<file path="src/rtl/pe_bank_seq_ctrl_pkg.sv">
`default_nettype none
// ============================================================================
// Module      : pe_bank_seq_ctrl_pkg
// Description : Shared types for the PE bank sequencer. Holds the state
//               encoding, the job descriptor and the drain-latency default.
// Revision    : 1.0 - initial release
// ============================================================================
package pe_bank_seq_ctrl_pkg;

    localparam int DESC_K_WIDTH    = 16;
    localparam int DESC_TILE_WIDTH = 12;

    typedef enum logic [2:0] {
        IDLE  = 3'd0,
        FEED  = 3'd1,
        FLUSH = 3'd2,
        DRAIN = 3'd3,
        OUT   = 3'd4
    } state_e;

    // Job descriptor as latched on accept
    typedef struct packed {
        logic [DESC_K_WIDTH-1:0]    num_k;
        logic [DESC_TILE_WIDTH-1:0] num_tile;
    } job_desc_t;

    // Skewed array needs one advance per row plus one per column to empty
    function automatic int drain_lat_default(input int num_row, input int num_col);
        return num_row + num_col;
    endfunction

endpackage
`default_nettype wire

</file>
<file path="src/rtl/pe_bank_seq_ctrl_if.sv">
`default_nettype none
// ============================================================================
// Module      : pe_bank_seq_ctrl_if
// Description : Handshake and control bundle around the PE bank sequencer.
//               master = the sequencer, slave = scheduler/buffers/bank/writer.
// Revision    : 1.0 - initial release
// ============================================================================
interface pe_bank_seq_ctrl_if #(
    parameter int K_WIDTH    = 16,
    parameter int TILE_WIDTH = 12
);
    logic                  cfg_vld;
    logic                  cfg_rdy;
    logic [K_WIDTH-1:0]    cfg_num_k;
    logic [TILE_WIDTH-1:0] cfg_num_tile;
    logic                  feed_vld;
    logic                  feed_rdy;
    logic                  bank_vld;
    logic                  bank_rdy;
    logic                  bank_acc_reset;
    logic                  fm_vld;
    logic                  fm_rdy;
    logic [TILE_WIDTH-1:0] fm_tile_idx;
    logic                  busy;
    logic                  done;

    modport master (
        input  cfg_vld, cfg_num_k, cfg_num_tile, feed_vld, fm_rdy,
        output cfg_rdy, feed_rdy, bank_vld, bank_rdy, bank_acc_reset,
               fm_vld, fm_tile_idx, busy, done
    );

    modport slave (
        output cfg_vld, cfg_num_k, cfg_num_tile, feed_vld, fm_rdy,
        input  cfg_rdy, feed_rdy, bank_vld, bank_rdy, bank_acc_reset,
               fm_vld, fm_tile_idx, busy, done
    );
endinterface
`default_nettype wire

</file>
<file path="src/rtl/pe_bank_perf_cnt.sv">
`default_nettype none
// ============================================================================
// Module      : pe_bank_perf_cnt
// Description : Saturating event counter with synchronous clear.
// Revision    : 1.0 - initial release
// ============================================================================
module pe_bank_perf_cnt #(
    parameter int WIDTH = 32
) (
    input  logic             clk,
    input  logic             rst,
    input  logic             clr,
    input  logic             inc,
    output logic [WIDTH-1:0] count
);
    localparam logic [WIDTH-1:0] C_ONE = WIDTH'(1);

    logic [WIDTH-1:0] r_count;

    // Count events, holding at all-ones instead of wrapping
    always_ff @(posedge clk) begin
        if (rst || clr) begin
            r_count <= '0;
        end else if (inc && (r_count != '1)) begin
            r_count <= r_count + C_ONE;
        end
    end

    assign count = r_count;
endmodule
`default_nettype wire

</file>
<file path="src/rtl/pe_bank_seq_ctrl.sv">
`default_nettype none
// ============================================================================
// Module      : pe_bank_seq_ctrl
// Description : Sequencer for one PE systolic bank: feeds K beats per tile,
//               flushes and drains the skewed array, then holds the bank
//               frozen while the tile result is handed to the writer.
//               Optional macro PE_BANK_SEQ_CTRL_PERF_EN adds perf counters.
// Revision    : 1.0 - initial release
// ============================================================================
module pe_bank_seq_ctrl
    import pe_bank_seq_ctrl_pkg::*;
#(
    parameter int NUM_ROW    = 16,
    parameter int NUM_COL    = 16,
    parameter int K_WIDTH    = DESC_K_WIDTH,
    parameter int TILE_WIDTH = DESC_TILE_WIDTH,
    parameter int DRAIN_LAT  = drain_lat_default(NUM_ROW, NUM_COL)
) (
    input  logic               clk,
    input  logic               rst,
    pe_bank_seq_ctrl_if.master bus
`ifdef PE_BANK_SEQ_CTRL_PERF_EN
    ,
    output logic [31:0]        perf_busy_cyc,
    output logic [31:0]        perf_feed_bubble,
    output logic [31:0]        perf_out_stall
`endif
);
    localparam int DRAIN_W = $clog2(DRAIN_LAT + 1);
    localparam logic [K_WIDTH-1:0]    C_K_ONE     = K_WIDTH'(1);
    localparam logic [TILE_WIDTH-1:0] C_T_ONE     = TILE_WIDTH'(1);
    localparam logic [DRAIN_W-1:0]    C_D_ONE     = DRAIN_W'(1);
    localparam logic [DRAIN_W-1:0]    C_DRAIN_END = DRAIN_W'(DRAIN_LAT - 1);

    state_e                r_state;
    state_e                w_state_nxt;
    job_desc_t             r_desc;
    logic [K_WIDTH-1:0]    r_k_cnt;
    logic [TILE_WIDTH-1:0] r_tile_cnt;
    logic [DRAIN_W-1:0]    r_drain_cnt;
    logic                  r_done;

    logic w_cfg_zero;
    logic w_k_last;
    logic w_t_last;
    logic w_drain_last;

    assign w_cfg_zero   = (bus.cfg_num_k == '0) || (bus.cfg_num_tile == '0);
    // K-1 is compared before the counter could ever overflow
    assign w_k_last     = (r_k_cnt == (r_desc.num_k - C_K_ONE));
    assign w_t_last     = (r_tile_cnt == (r_desc.num_tile - C_T_ONE));
    assign w_drain_last = (r_drain_cnt == C_DRAIN_END);

    // State register
    always_ff @(posedge clk) begin
        if (rst) begin
            r_state <= IDLE;
        end else begin
            r_state <= w_state_nxt;
        end
    end

    // Next-state decode and bank/handshake controls
    always_comb begin
        w_state_nxt        = r_state;
        bus.cfg_rdy        = 1'b0;
        bus.feed_rdy       = 1'b0;
        bus.bank_vld       = 1'b0;
        bus.bank_rdy       = 1'b0;
        bus.bank_acc_reset = 1'b0;
        bus.fm_vld         = 1'b0;
        case (r_state)
            IDLE: begin
                bus.cfg_rdy = 1'b1;
                if (bus.cfg_vld && !w_cfg_zero) begin
                    w_state_nxt = FEED;
                end
            end
            FEED: begin
                // A bubble still advances the array, but injects nothing
                bus.bank_rdy       = 1'b1;
                bus.feed_rdy       = bus.feed_vld;
                bus.bank_vld       = bus.feed_vld;
                bus.bank_acc_reset = bus.feed_vld && (r_k_cnt == '0);
                if (bus.feed_vld && w_k_last) begin
                    w_state_nxt = FLUSH;
                end
            end
            FLUSH: begin
                bus.bank_rdy       = 1'b1;
                bus.bank_acc_reset = 1'b1;
                w_state_nxt        = DRAIN;
            end
            DRAIN: begin
                bus.bank_rdy = 1'b1;
                if (w_drain_last) begin
                    w_state_nxt = OUT;
                end
            end
            OUT: begin
                // bank_rdy stays low so out_fm is frozen until accepted
                bus.fm_vld = 1'b1;
                if (bus.fm_rdy) begin
                    w_state_nxt = w_t_last ? IDLE : FEED;
                end
            end
            default: begin
                w_state_nxt = IDLE;
            end
        endcase
    end

    // Descriptor latch, beat/tile/drain counters and the done pulse
    always_ff @(posedge clk) begin
        if (rst) begin
            r_desc      <= '0;
            r_k_cnt     <= '0;
            r_tile_cnt  <= '0;
            r_drain_cnt <= '0;
            r_done      <= 1'b0;
        end else begin
            r_done <= 1'b0;
            case (r_state)
                IDLE: begin
                    if (bus.cfg_vld) begin
                        r_desc.num_k    <= bus.cfg_num_k;
                        r_desc.num_tile <= bus.cfg_num_tile;
                        r_k_cnt         <= '0;
                        r_tile_cnt      <= '0;
                        r_done          <= w_cfg_zero;
                    end
                end
                FEED: begin
                    if (bus.feed_vld) begin
                        r_k_cnt <= w_k_last ? '0 : (r_k_cnt + C_K_ONE);
                    end
                end
                FLUSH: begin
                    r_drain_cnt <= '0;
                end
                DRAIN: begin
                    r_drain_cnt <= r_drain_cnt + C_D_ONE;
                end
                OUT: begin
                    if (bus.fm_rdy) begin
                        // Index returns to 0 once the whole job is delivered
                        r_tile_cnt <= w_t_last ? '0 : (r_tile_cnt + C_T_ONE);
                        r_done     <= w_t_last;
                    end
                end
                default: begin
                    r_done <= 1'b0;
                end
            endcase
        end
    end

    assign bus.fm_tile_idx = r_tile_cnt;
    assign bus.busy        = (r_state != IDLE);
    assign bus.done        = r_done;

`ifdef PE_BANK_SEQ_CTRL_PERF_EN
    logic w_job_accept;
    logic w_feed_bubble;
    logic w_out_stall;

    assign w_job_accept  = (r_state == IDLE) && bus.cfg_vld;
    assign w_feed_bubble = (r_state == FEED) && !bus.feed_vld;
    assign w_out_stall   = (r_state == OUT) && !bus.fm_rdy;

    pe_bank_perf_cnt #(.WIDTH(32)) u_perf_busy (
        .clk   (clk),
        .rst   (rst),
        .clr   (w_job_accept),
        .inc   (bus.busy),
        .count (perf_busy_cyc)
    );

    pe_bank_perf_cnt #(.WIDTH(32)) u_perf_bubble (
        .clk   (clk),
        .rst   (rst),
        .clr   (w_job_accept),
        .inc   (w_feed_bubble),
        .count (perf_feed_bubble)
    );

    pe_bank_perf_cnt #(.WIDTH(32)) u_perf_stall (
        .clk   (clk),
        .rst   (rst),
        .clr   (w_job_accept),
        .inc   (w_out_stall),
        .count (perf_out_stall)
    );
`endif

endmodule
`default_nettype wire

</file>
<file path="src/flat_wrapper.sv">
// flat-port wrapper written by rule: the top's interface ports become plain ports
module pe_bank_seq_ctrl_flat import pe_bank_seq_ctrl_pkg::*;
#(
    parameter int NUM_ROW    = 16,
    parameter int NUM_COL    = 16,
    parameter int K_WIDTH    = DESC_K_WIDTH,
    parameter int TILE_WIDTH = DESC_TILE_WIDTH,
    parameter int DRAIN_LAT  = drain_lat_default(NUM_ROW, NUM_COL)
)
  (clk, rst, bus_cfg_vld, bus_cfg_num_k, bus_cfg_num_tile, bus_feed_vld, bus_fm_rdy, bus_cfg_rdy, bus_feed_rdy, bus_bank_vld, bus_bank_rdy, bus_bank_acc_reset, bus_fm_vld, bus_fm_tile_idx, bus_busy, bus_done);
  pe_bank_seq_ctrl_if #(.K_WIDTH(K_WIDTH), .TILE_WIDTH(TILE_WIDTH)) bus_i ();
  input  logic clk;
  input  logic rst;
  input wire logic [$bits(bus_i.cfg_vld)-1:0] bus_cfg_vld;
  input wire logic [$bits(bus_i.cfg_num_k)-1:0] bus_cfg_num_k;
  input wire logic [$bits(bus_i.cfg_num_tile)-1:0] bus_cfg_num_tile;
  input wire logic [$bits(bus_i.feed_vld)-1:0] bus_feed_vld;
  input wire logic [$bits(bus_i.fm_rdy)-1:0] bus_fm_rdy;
  output wire logic [$bits(bus_i.cfg_rdy)-1:0] bus_cfg_rdy;
  output wire logic [$bits(bus_i.feed_rdy)-1:0] bus_feed_rdy;
  output wire logic [$bits(bus_i.bank_vld)-1:0] bus_bank_vld;
  output wire logic [$bits(bus_i.bank_rdy)-1:0] bus_bank_rdy;
  output wire logic [$bits(bus_i.bank_acc_reset)-1:0] bus_bank_acc_reset;
  output wire logic [$bits(bus_i.fm_vld)-1:0] bus_fm_vld;
  output wire logic [$bits(bus_i.fm_tile_idx)-1:0] bus_fm_tile_idx;
  output wire logic [$bits(bus_i.busy)-1:0] bus_busy;
  output wire logic [$bits(bus_i.done)-1:0] bus_done;
  assign bus_i.cfg_vld = bus_cfg_vld;
  assign bus_i.cfg_num_k = bus_cfg_num_k;
  assign bus_i.cfg_num_tile = bus_cfg_num_tile;
  assign bus_i.feed_vld = bus_feed_vld;
  assign bus_i.fm_rdy = bus_fm_rdy;
  assign bus_cfg_rdy = bus_i.cfg_rdy;
  assign bus_feed_rdy = bus_i.feed_rdy;
  assign bus_bank_vld = bus_i.bank_vld;
  assign bus_bank_rdy = bus_i.bank_rdy;
  assign bus_bank_acc_reset = bus_i.bank_acc_reset;
  assign bus_fm_vld = bus_i.fm_vld;
  assign bus_fm_tile_idx = bus_i.fm_tile_idx;
  assign bus_busy = bus_i.busy;
  assign bus_done = bus_i.done;
  pe_bank_seq_ctrl #(.NUM_ROW(NUM_ROW), .NUM_COL(NUM_COL), .K_WIDTH(K_WIDTH), .TILE_WIDTH(TILE_WIDTH), .DRAIN_LAT(DRAIN_LAT)) u_core (.clk(clk), .rst(rst), .bus(bus_i));
endmodule
</file>
<file path="config.mk">
export PLATFORM = sky130hd
export DESIGN_NAME = pe_bank_seq_ctrl_flat
export DESIGN_NICKNAME = d
export VERILOG_FILES = /design/src/rtl/pe_bank_seq_ctrl_pkg.sv /design/src/rtl/pe_bank_seq_ctrl_if.sv /design/src/rtl/pe_bank_perf_cnt.sv /design/src/rtl/pe_bank_seq_ctrl.sv /design/src/flat_wrapper.sv
export SDC_FILE = /design/constraint.sdc
export NUM_CORES = 1
export LEC_CHECK = 0
export ABC_AREA = 0
export BUFFER_PORTS_ARGS = -buffer_cell sky130_fd_sc_hd__buf_2
export CORE_MARGIN = 10
export CORE_UTILIZATION = 30
export CTS_CLUSTER_DIAMETER = 30
export CTS_CLUSTER_SIZE = 10
export DETAILED_ROUTE_END_ITERATION = 8
export PLACE_DENSITY = 0.52
export SYNTH_ARGS = -nofsm -noshare
export SYNTH_HDL_FRONTEND = slang
export SYNTH_SLANG_ARGS = --single-unit
</file>
<file path="constraint.sdc">
create_clock -name clk -period 6.9 [get_ports clk]
set_clock_uncertainty 0.1 [all_clocks]
set_input_delay 1.38 -clock clk [delete_from_list [all_inputs] [get_ports clk]]
set_output_delay 1.38 -clock clk [all_outputs]
set_load 0.01 [all_outputs]
</file>
==> impl_metrics.ini <==
[outcome]
outcome = completed

[synthesis]
ys_async_sr_fraction_pct = 0
syn-instance-count = 530
synth_nets = 569
synth_cell_type_count = 61
synth_area_sq_um = 4090
synth_area_leader_cell = dfxtp_1
synth_top_area_share_pct = 32.3
yosysMostFrequentCell = nand2_1
avgSynthCellArea_sq_um = 7.71
synth-main-ff-cell = dfxtp_1
synth_edf_count = 0
synthTopCellsByArea = dfxtp_1 32%, nand2_1 8.6%, xor2_1 7.5%
yosys-top-cells-count = 94 x nand2_1, 66 x dfxtp_1, 43 x a21oi_1, 41 x nor2_1, 35 x xor2_1
yosysWarnings = 0
synth_seq_cells = 66
synth_seq_area_share_pct = 32.3

[clock_tree]
root_buffer = clkbuf_16
clk_latency_ps = 340
clk_pin_slew_worst_paths_ps = 50
htree_levels = 3
post-cts-setup-buffer-count = 0
cts_tree = done
cts_made_buffers = 9
cts.sinks = 66
clock_path_buffers = 2
cts_resized = 0
postCtsHoldBufs = 0

[setup_path]
cp_data_required_time_ps = 5420
path_class = in2out
start_kind = input port
worst-path-max-fanout = 3
cp-end-kind = primary output
arrival_ps = 2130

[power]
p_leak_nw = 1.82
irDropWorstVdd_uv = 96.8
power_density_nw_per_um2 = 224

[sta]
setup_viol = 0
slew_viol_final = 0
tightest_slew_ps = 1040
maxSlewHeadroom_pct = 30.6
post-route-period-util_pct = 52.3
setup_tns_ps = 0
rsz0062_at_grt = false
report.final.hold_viol_count = 0
finalCriticalPeriod_ps = 3610
max_freq_mhz = 277

[drt]
vias = 3765
ant_nets = 0
wirelength_um = 10900
first_pass_iters = 4
vias_per_cell = 5.08
initialDrtViolationCount = 260
wl_per_cell_um = 14.7
drc_errors = 0

[floorplanning]
core_region_area_sq_um = 13300
io_pins = 53
die_h_um = 137
die-area_sq_um = 18700
initial_core_util_pct = 30.7
num_rows = 42
die_width_um = 137

[min_path]
hold_path_class = reg2reg

[flow_run]
maxCapViolCount = 0

[cells_and_area]
final_cells = 741
fillers = 1388
finish.net_count = 600
area_delta_synth_final_pct = 15.4
n_antenna_cell = 0
layout-drive-gt1-share_pct = 15.2

[placement]
gp_congestion = 0.816
port_buffers = 52
dpl.hpwl_um = 8110
placed_cells = 726

[global_route]
overflow = 0
grt_pass1_wl_um = 18100
groute.usage.overall_pct = 12.0
grt_antenna_before_repair = 0
grt_pass1_vias = 3664
grt_max_degree = 55
-- cells by family (layout without fill, tap and decap cells) --
kind of cell / after synthesis / in the layout / synth area share [%]
and+or+nand+nor: 257 / 257 / 32.8
DFF: 66 / 66 / 32.3
muxes: 3 / 3 / 0.766
AOI/OAI and AO/OA: 90 / 90 / 14.8
xor gates and xnor gates: 57 / 57 / 12.2
adders and majority gates: 6 / 6 / 1.84
buffers and inverters: 51 / 86 / 5.24
-- area by class of cell --
class | instances | area (sq um) | area share, %
flip-flops and latches | 66 | 1320 | 28.0
clock inverters | 3 | 40.0 | 0.849
clock buffers | 12 | 246 | 5.23
multi-input cells | 413 | 2550 | 54.1
well taps | 176 | 220 | 4.67
repair buffers | 53 | 268 | 5.68
inverters | 18 | 67.6 | 1.43
-- per-layer routing --
| metal | track usage [%] | part of all wire, % |
|---|---|---|
| met1 | 15.9 | 50 |
| met2 | 18.2 | 44 |
| met3 | 2.09 | 3.3 |
| met4 | 6.69 | 2.5 |
| met5 | 0 | 0 |
-- cells in the final DEF, fill, tap and decap left out, types with 3 or more instances in the layout --
cell	netlist	routed
xor2_1	35	35
and3_1	6	6
nor3_1	14	14
nand3_1	23	23
nor3b_1	4	4
nand2_1	94	94
and2_1	4	4
buf_2	3	52
xnor2_1	22	22
or2_2	3	3
inv_1	18	18
nand3b_1	4	4
nand2b_1	5	5
and4_1	4	4
o211ai_1	5	5
ha_1	6	6
dfxtp_1	66	66
o21ai_0	4	4
nand4_1	15	15
nor4_1	17	17
clkbuf_16	0	9
nor2b_1	4	4
a31oi_1	3	3
a211oi_1	15	15
nor2_1	41	41
a21oi_1	43	43
-- where the power goes --
part           leakage (nW)  internal [W]  switching, W
combinational          1.15     0.0000768      0.000112
sequential            0.536      0.000394     0.0000227
clock                 0.142      0.000286      0.000165
-- worst paths after layout --
kind | start | endpoint | slack (ps) | cells past startpoint
worst max register to register | u_core.r_desc[12] | u_core.r_k_cnt[4] | 3810 | 9
worst min register to register | u_core.r_desc[11] | u_core.r_desc[11] | 380 | 2
worst min-delay path | u_core.r_desc[11] | u_core.r_desc[11] | 380 | 2
worst max-delay path | bus_feed_vld | bus_bank_acc_reset | 3290 | 6
-- worst max-delay path: stages --
cell	delay [ps]
buf_2	100
nand2b_1	70
nor4_1	260
a21oi_1	70
nor2_1	90
buf_2	140
-- per-stage QoR --
| step | cell area [sq um] | power (W) | utilization (%) | worst slack [ps] | hold WS (ps) |
|---|---|---|---|---|---|
| after floorplan | 4090 | 0.000564 | - | 3520 | 348 |
| after global placement | 4430 | 0.000609 | 33.3 | 3260 | 362 |
| after detailed placement | 4430 | 0.000614 | 33.3 | 3260 | 374 |
| after CTS | 4710 | 0.00107 | 35.5 | 3260 | 381 |
| after global routing | 4710 | 0.00111 | 35.5 | 3200 | 400 |
| final | 4710 | 0.00106 | 35.5 | 3290 | 378 |
-- sequential cells by signal, summed over array words and instances (netlist names) --
register / count
u_core.r_desc: 28
u_core.bus.done: 1
u_core.bus.fm_tile_idx: 12
u_core.r_k_cnt: 16
u_core.r_state: 3
u_core.r_drain_cnt: 6
No activity file was read; power rests on OpenSTA's default activity.
